===== src/rtl/fixed_point_divider.sv =====
// rtl/fixed_point_divider.sv - sequential signed Q-format divider, restoring, one quotient bit per clock
module fixed_point_divider #(
  parameter int Q = 20,
  parameter int N = 32
) (
  input  logic         clk,
  input  logic         rst_n,
  input  logic         start,
  input  logic [N-1:0] a,
  input  logic [N-1:0] b,
  output logic         busy,
  output logic         out_valid,
  output logic [N-1:0] result,
  output logic         overflow,
  output logic         div_by_zero
);

  localparam int W  = N + Q;
  localparam int CW = $clog2(W);
  localparam logic [W-1:0] POS_LIMIT = {{(Q+1){1'b0}}, {(N-1){1'b1}}};
  localparam logic [W-1:0] NEG_LIMIT = {{Q{1'b0}}, 1'b1, {(N-1){1'b0}}};
  localparam logic [N-1:0] POS_SAT   = {1'b0, {(N-1){1'b1}}};
  localparam logic [N-1:0] NEG_SAT   = {1'b1, {(N-1){1'b0}}};

  typedef enum logic [1:0] {IDLE, CALC, DONE} state_t;

  state_t         state_q, state_d;
  logic           sign_q, sign_d;
  logic           zero_div_q, zero_div_d;
  logic [N-1:0]   mag_b_q, mag_b_d;
  logic [W-1:0]   dividend_q, dividend_d;
  logic [N-1:0]   rem_q, rem_d;
  logic [W-1:0]   quot_q, quot_d;
  logic [CW-1:0]  cnt_q, cnt_d;
  logic           busy_q, busy_d;
  logic           valid_q, valid_d;
  logic [N-1:0]   result_q, result_d;
  logic           ovf_q, ovf_d;
  logic           dbz_q, dbz_d;

  logic [N-1:0]   mag_a;
  logic [N-1:0]   mag_b_in;
  logic [N:0]     rem_shift;
  logic           rem_ge;
  logic [N-1:0]   rem_sub;

  // |-2^(N-1)| wraps to 2^(N-1), which is exact when read as unsigned
  assign mag_a     = a[N-1] ? (~a + 1'b1) : a;
  assign mag_b_in  = b[N-1] ? (~b + 1'b1) : b;
  assign rem_shift = {rem_q, dividend_q[W-1]};
  assign rem_ge    = (rem_shift >= {1'b0, mag_b_q});
  // The true difference is below mag_b, so N bits hold it exactly
  assign rem_sub   = rem_shift[N-1:0] - mag_b_q;

  always_comb begin
    state_d    = state_q;
    sign_d     = sign_q;
    zero_div_d = zero_div_q;
    mag_b_d    = mag_b_q;
    dividend_d = dividend_q;
    rem_d      = rem_q;
    quot_d     = quot_q;
    cnt_d      = cnt_q;
    busy_d     = busy_q;
    valid_d    = 1'b0;
    result_d   = result_q;
    ovf_d      = ovf_q;
    dbz_d      = dbz_q;

    unique case (state_q)
      IDLE: begin
        if (start) begin
          busy_d = 1'b1;
          ovf_d  = 1'b0;
          dbz_d  = 1'b0;
          if (b == '0) begin
            zero_div_d = 1'b1;
            sign_d     = a[N-1];
            state_d    = DONE;
          end else begin
            zero_div_d = 1'b0;
            sign_d     = a[N-1] ^ b[N-1];
            mag_b_d    = mag_b_in;
            dividend_d = {mag_a, {Q{1'b0}}};
            rem_d      = '0;
            quot_d     = '0;
            cnt_d      = '0;
            state_d    = CALC;
          end
        end
      end
      CALC: begin
        dividend_d = dividend_q << 1;
        rem_d      = rem_ge ? rem_sub : rem_shift[N-1:0];
        quot_d     = {quot_q[W-2:0], rem_ge};
        cnt_d      = cnt_q + 1'b1;
        if (cnt_q == CW'(W - 1)) begin
          state_d = DONE;
        end
      end
      DONE: begin
        if (zero_div_q) begin
          result_d = sign_q ? NEG_SAT : POS_SAT;
          dbz_d    = 1'b1;
          ovf_d    = 1'b0;
        end else if (!sign_q) begin
          if (quot_q > POS_LIMIT) begin
            result_d = POS_SAT;
            ovf_d    = 1'b1;
          end else begin
            result_d = quot_q[N-1:0];
          end
        end else begin
          if (quot_q > NEG_LIMIT) begin
            result_d = NEG_SAT;
            ovf_d    = 1'b1;
          end else begin
            result_d = ~quot_q[N-1:0] + 1'b1;
          end
        end
        valid_d = 1'b1;
        busy_d  = 1'b0;
        state_d = IDLE;
      end
      default: state_d = IDLE;
    endcase
  end

  always_ff @(posedge clk or negedge rst_n) begin
    if (!rst_n) begin
      state_q    <= IDLE;
      sign_q     <= 1'b0;
      zero_div_q <= 1'b0;
      mag_b_q    <= '0;
      dividend_q <= '0;
      rem_q      <= '0;
      quot_q     <= '0;
      cnt_q      <= '0;
      busy_q     <= 1'b0;
      valid_q    <= 1'b0;
      result_q   <= '0;
      ovf_q      <= 1'b0;
      dbz_q      <= 1'b0;
    end else begin
      state_q    <= state_d;
      sign_q     <= sign_d;
      zero_div_q <= zero_div_d;
      mag_b_q    <= mag_b_d;
      dividend_q <= dividend_d;
      rem_q      <= rem_d;
      quot_q     <= quot_d;
      cnt_q      <= cnt_d;
      busy_q     <= busy_d;
      valid_q    <= valid_d;
      result_q   <= result_d;
      ovf_q      <= ovf_d;
      dbz_q      <= dbz_d;
    end
  end

  assign busy        = busy_q;
  assign out_valid   = valid_q;
  assign result      = result_q;
  assign overflow    = ovf_q;
  assign div_by_zero = dbz_q;

endmodule


===== config.mk =====
export PLATFORM = sky130hd
export DESIGN_NAME = fixed_point_divider
export DESIGN_NICKNAME = d
export VERILOG_FILES = /design/src/rtl/fixed_point_divider.sv
export SDC_FILE = /design/constraint.sdc
export NUM_CORES = 1
export LEC_CHECK = 0
export CAP_MARGIN = 20
export CORE_UTILIZATION = 35
export DETAILED_ROUTE_END_ITERATION = 8
export PLACE_DENSITY = 0.56
export SLEW_MARGIN = 20
export SYNTH_ARGS = -nofsm -noshare
export SYNTH_HDL_FRONTEND = slang
export SYNTH_SLANG_ARGS = --single-unit
export TNS_END_PERCENT = 1

===== constraint.sdc =====
create_clock -name clk -period 3.63 [get_ports clk]
set_input_delay 0.363 -clock clk [delete_from_list [all_inputs] [get_ports clk]]
set_output_delay 0.363 -clock clk [all_outputs]
set_load 0.02 [all_outputs]

==> impl_summary.txt <==
----------------------------------------------------
[Floorplanning]
  IO Count ... 103
  Starting Density ... 0.3567
  Die outline height ... 184.6 um
  Area of the die ... approximately 34000 um2
  Floorplan core area ... 32700 um2
  Horizontal die dimension ... roughly 180 um
  Rows ... 66

[Power and ir drop]
  Clock network power share ... 0.275
  Power spent charging and discharging nets ... 2.449 mW
  Int Power ... 4.598 mW
  Logic gate share of total power ... 0.392
  Overall power ... 7.047 mW
  Leakage power ... 5.949 nW
  Sequential share of power ... 0.333
  Pwr Density ... between 500 and 600 nW/um2
  Peak supply drop ... 0.6569 mV
  Switching part of the total power ... 0.3476

[Detailed routing]
  Number of iterations in the first detailed-routing pass ... 5
  DRC viols ... 0
  Post-detailed-route count of antenna-violating nets ... 0
  Met3 WL ... 1.047 mm
  First-iteration detailed-routing DRC count ... 719
  Avg WL per Cell ... 16.86 um
  Wire length reported by the detailed router ... 30.79 mm
  Avg Vias per Cell ... 5.416
  Met1 layer wirelength in the final routing ... 15.33 mm
  Via total after detailed routing ... a little under 10000
  WL met2 ... 14.00 mm
  Top Layer Used ... met4

[Synth]
  Count of unique library cells instantiated by Yosys ... 78
  Count of synthesis-stage warnings from yosys ... 0
  Share of flip-flops with an asynchronous set or reset ... 1.000
  Syn Nets ... 1392
  Sequential fraction of the synthesis area ... 0.4162
  Avg Cell Area, Syn ... 9.057 um2
  Post-synth EDFFs ... 0
  Primary FF master, synth ... dfrtp_1
  Post-synthesis cell area ... between 10000 and 15000 um2
  Count of state elements after synthesis ... 194
  Number of instances in the synthesized netlist ... between 1000 and 1500

[GRT]
  First-pass GRT wire length ... 51.36 mm
  Number of global-route vias before repair ... 9669
  Global-route usage over all layers ... 0.1892
  Overall overflow remaining after global route ... 0
  Number of antenna violations at the first check in global routing ... 0
  Largest net degree at the start of global routing ... 84

[Clock network]
  Skew-Pair Late Insertion Delay ... 0.44 ns
  CTS root buffer ... clkbuf_16
  Buffer levels on the longest clock path ... 2
  Setup Fix Bufs, Post-CTS ... 0
  Number of sinks driven by the clock tree ... slightly below 200
  CTS tree ... done
  H-tree Lvls ... 4
  Number of buffers created by CTS ... 17
  Clock-pin slew on the worst setup and hold paths ... about 0.08 ns
  Number of instances resized during post-cts repair ... 0

[STA]
  Slew at the pin closest to its max-slew limit ... 0.8653 ns
  Skew final ... 0.01322 ns
  Fin crit share ... 0.9011
  Relative slew slack ... 0.4213
  Sum Neg Setup Slack ... 0 ns
  Post-layout minimum cycle time ... 3.271 ns
  Final hold violations ... 0
  Maximum achievable frequency ... 305.7 MHz
  Setup repair after global routing missed its margin ... no
  Final setup violation count ... 0
  Count of pins over their slew limit ... 0

[Worst hold path]
  Hold Path Sink ... result[8]
  Path class of the lowest-slack min-delay path ... reg2reg
  Cell depth of the worst min-delay path ... 2
  Hold wc startpoint ... result[8]

[Setup path]
  Arrival time reported for the critical path endpoint ... 3.63 ns
  Worst setup path category ... reg2reg
  Critical-path maximum fanout ... 16
  Worst Setup End Kind ... flop
  Element type at the critical path start ... flop
  Startpoint of the worst-slack reg-to-reg timing path ... quot_q[1]
  Register-to-Register Setup Slack ... 0.36 ns
  Critical path data required time ... about 4 ns
  Worst R2R Path Depth ... 12
  Critical R2R Capture ... result[15]

[Placed design]
  Number of I/O port buffers ... between 100 and 150
  Final weighted congestion of routability-driven global placement ... 0.8833
  Post-detailed-placement half-perimeter wirelength ... around 22 mm
  DP Area ... 13290 um2

[Layout]
  Final Net Count ... 1475
  Fill cell total of the finished layout ... ~3300
  Layout cell share with drive strength beyond 1 ... 0.07659
  Most common cell after layout, fill and taps aside ... dfrtp_1
  Final design instance area without fill ... ~14000 um2
  Diode insertion count for antenna repair ... 0
  Area added between synthesis and finish ... 19.04%
  Post-route core utilization ... 0.4246
  Highest-count cells in the layout ignoring fill and taps ... dfrtp_1, nand2_1, clkdlybuf4s50_1

[Flow run]
  Max-capacitance violation count ... 0

[Outcome]
  Result of the run ... finished clean

----------------------------------------------------
state kept, by name (all words and copies together) (netlist names):
register     count
sign_q           1
div_by_zero      1
dividend_q      32
result          32
quot_q          52
cnt_q            6
out_valid        1
overflow         1
rem_q           32
zero_div_q       1
mag_b_q         32
busy             1
state_q          2
power by group through the flow:
stage / sequential [mW] / combinational, mW / clock [mW]
after floorplan: 2.37 / 2.00 / 0
final: 2.35 / 2.77 / 1.94
after global routing: 2.35 / 3.11 / 2.07
after CTS: 2.34 / 2.78 / 1.99
after global placement: 2.39 / 2.73 / 0
after detailed placement: 2.39 / 2.78 / 0
Yosys cell counts, types with 17 or more instances:
master / count / area, um2
dfrtp_1: 194 / 4855
nand2_1: 134 / 503.0
nor2_1: 98 / 367.9
o21ai_0: 98 / 490.5
a21oi_1: 85 / 425.4
inv_1: 68 / 255.2
a22o_1: 55 / 481.7
clkbuf_1: 54 / 202.7
xnor2_1: 50 / 437.9
xor2_1: 43 / 376.6
ha_1: 36 / 450.4
nor3_1: 33 / 165.2
mux2i_1: 23 / 230.2
o31ai_1: 23 / 172.7
a222oi_1: 21 / 210.2
a21o_1: 17 / 127.6
kinds of logic after synthesis:
kind of cell    Yosys count  synth area share
xor+xnor                 93           0.06983
buf+inv                 145           0.05299
compound gates          402            0.2333
mux                      24           0.02070
fa+ha+maj                37           0.04033
flops                   194            0.4162
simple gates            393            0.1667
cell type report:
| type | count | area, um2 | share of cell area |
|---|---|---|---|
| well taps | 442 | 553.0 | 0.03983 |
| repair buffers | 141 | 1408 | 0.1014 |
| inverters | 68 | 255.2 | 0.01838 |
| clock inverters | 12 | 141.4 | 0.01018 |
| flip-flops and latches | 194 | 4855 | 0.3496 |
| clock buffers | 20 | 446.7 | 0.03217 |
| multi-input cells | 949 | 6227 | 0.4485 |
per-layer routing:
metal	vias up	GRT usage
li1	4854	-
met1	4785	0.2695
met5	-	0
met4	0	0.04733
met3	30	0.02588
met2	220	0.3004
critical path, cell delays in order, from the launching register on:
cell and delay (ns):
dfrtp_1 0.41, inv_1 0.12, ha_1 0.21, nor3b_2 0.26, nand4_1 0.18, or4_4 0.60, or2_4 0.28, a211o_4 0.39
nor2_4 0.18, buf_12 0.17, a21o_1 0.12, a21oi_1 0.11, a21oi_1 0.16
stage by stage:
stage / instances / hold slack, ns / setup WS (ns)
floorplan: 1288 / 0.06741 / 0.6941
global placement: 1793 / 0.4321 / 0.1340
detailed placement: 1793 / 0.4277 / 0.1081
CTS: 1826 / 0.4855 / 0.3490
global route: 1826 / 0.5124 / 0.1569
finish: 1826 / 0.4781 / 0.3589
timing repair:
item,in CTS,in global routing
endpoints found under the setup margin,0,0
hold buffers,1,0
hold endpoints to repair,74,0
how the worst max path moves through the flow:
stage	startpoint	endpoint	slack, ns	depth (start not counted)
after floorplan	quot_q[0]	result[16]	0.69	12
after global placement	a[8]	dividend_q[47]	0.13	9
after detailed placement	a[8]	dividend_q[47]	0.11	9
after CTS	dividend_q[51]	rem_q[30]	0.35	12
after global routing	dividend_q[51]	rem_q[28]	0.16	11
final	quot_q[1]	result[15]	0.36	12
Note: power is estimated with default switching activity, not from simulation.
==> edit (same flow settings) <==
Make the reset (`rst_n`) synchronous in one clocked block.
--- a/src/rtl/fixed_point_divider.sv
+++ b/src/rtl/fixed_point_divider.sv
@@ -127,5 +127,5 @@
   end
 
-  always_ff @(posedge clk or negedge rst_n) begin
+  always_ff @(posedge clk) begin
     if (!rst_n) begin
       state_q    <= IDLE;
Check against the original RTL: differs if rst_n is asserted again (counterexample within 4 cycles, from zero or initial values and one cycle with rst_n low); with rst_n held inactive, the same outputs for 10 cycles.
==> edit against the unedited design <==
- maximum frequency is 4.1% lower
- wire length fell by 1.7%
- sequential cell count unchanged
- critical path type unchanged
- sequential share of layout area is 5.5 points lower
- design area down 5.0%
- the run now ends with DRC left
- synthesized area down 5.5%
- setup slack lost 0.14 ns
Power is not compared: it rests on default switching activity, and its combinational part moved more than twofold at a synthesized area within 25%.
==> edit: results (changes against the unedited design) <==
| Metric | Value |
|---|---|
| DRC | `4 (+4)` |
| Clock-cell share | `0.0501 (+0.00774)` |
| Synth Area in Compound Gates | `0.272 (+0.0384)` |
| DP Area | `12500 µm² (-5.7%)` |
| Inverters, non-clock | `47 (-31%)` |
| #MultiIn Comb | `1086 (+14%)` |
| Footprint of the multi-input gates | `6560 µm² (+5.4%)` |
| Pre-antenna DRT Iters | `9 (+4)` |
| Layout cell share with drive strength beyond 1 | `0.0614 (-0.0152)` |
| Clk_skew | `0.0226 ns (+0.00936 ns)` |
| Final cell count without fillers | `1896 (+3.8%)` |
| Register Area | `3880 µm² (-20%)` |
| Synthesized Nets | `1526 (+9.6%)` |
| DR iter-0 viols | `657 (-8.6%)` |
| Max_slew headroom | `0.346 (-0.0750)` |
| Non-CTS buffers | `140 (-0.71%)` |
| Routed vias/inst | `5.46 (+0.76%)` |
| CP arrival | `3.79 ns (+0.16 ns)` |
| Failing checks | `DRC` |
| Synth cell count leaders | `207 x nor2_1, 194 x dfxtp_1, 126 x a21oi_1, 115 x o21ai_0, 103 x nand2_1` |
| Synth area leaders | `dfxtp_1 35%, nor2_1 7.0%, a21oi_1 5.7%` |
| Max stage delay on crit path | `0.52 ns (-0.08 ns)` |
| Worst Hold Launch | `busy$_SDFFE_PN0P_` |
| All-Layer GR Usage | `0.188 (-0.000850)` |
| Post-synth cell types | `72 (-7.7%)` |
| Global placement routability congestion | `0.874 (-1.1%)` |
| Nets | `1590 (+7.8%)` |
| Total length of routed wires | `30.3 mm (-1.7%)` |
| CTS Hold Buffers Added | `0 (-1)` |
| Status | `complete, but fails checks` |
| Crit Path Max Fanout | `9 (-7)` |
| ANT cells | `1 (+1)` |
| Post-Synth XOR/XNOR Area | `0.0739 (+0.00407)` |
| Non-clock buffering overhead | `0.107 (+0.00525)` |
| Syn_area_per_cell | `7.75 µm² (-14%)` |
| Pre-CTS WS | `0.0821 ns (-0.0261 ns)` |
| Dpl hpwl | `21.4 mm (-2.7%)` |
| Post-Synth Adder-Cell Area | `0.0427 (+0.00235)` |
| Largest net degree at the start of global routing | `121 (+44%)` |
| Final WS setup | `0.219 ns (-0.140 ns)` |
| Clkbuf count | `17 (-15%)` |
| Worst Hold Slack | `0.460 ns (-0.0183 ns)` |
| FILL cells | `3146 (-4.2%)` |
| Mux contribution to synthesized area | `0.00272 (-0.0180)` |
| Row count | `64 (-3.0%)` |
-- edit: cell types whose count changed after synthesis, moves of 41 or more --
| cell | change |
|---|---|
| dfxtp_1 | +194 |
| a211oi_1 | +43 |
| nor2_1 | +109 |
| dfrtp_1 | -194 |
| a21oi_1 | +41 |
| a22oi_1 | +54 |
| a22o_1 | -53 |
-- edit: layer usage --
layer  global-route usage  vias to the layer above  wire length [µm]  part of all wire
met2                0.302                      221             13400              0.44
li1                     -                     5253                 -                 -
met3               0.0261                       40              1250             0.041
met1                0.258                     4832             14900              0.49
met5                    0                        -                 0                 0
met4               0.0669                        0               694             0.023
-- edit: final timing paths --
kind | endpoint | cells past startpoint
max | rem_q[26]$_SDFFE_PN0P_ | 11
min | busy$_SDFFE_PN0P_ | 2
max reg2reg | rem_q[26]$_SDFFE_PN0P_ | 11
min reg2reg | busy$_SDFFE_PN0P_ | 2
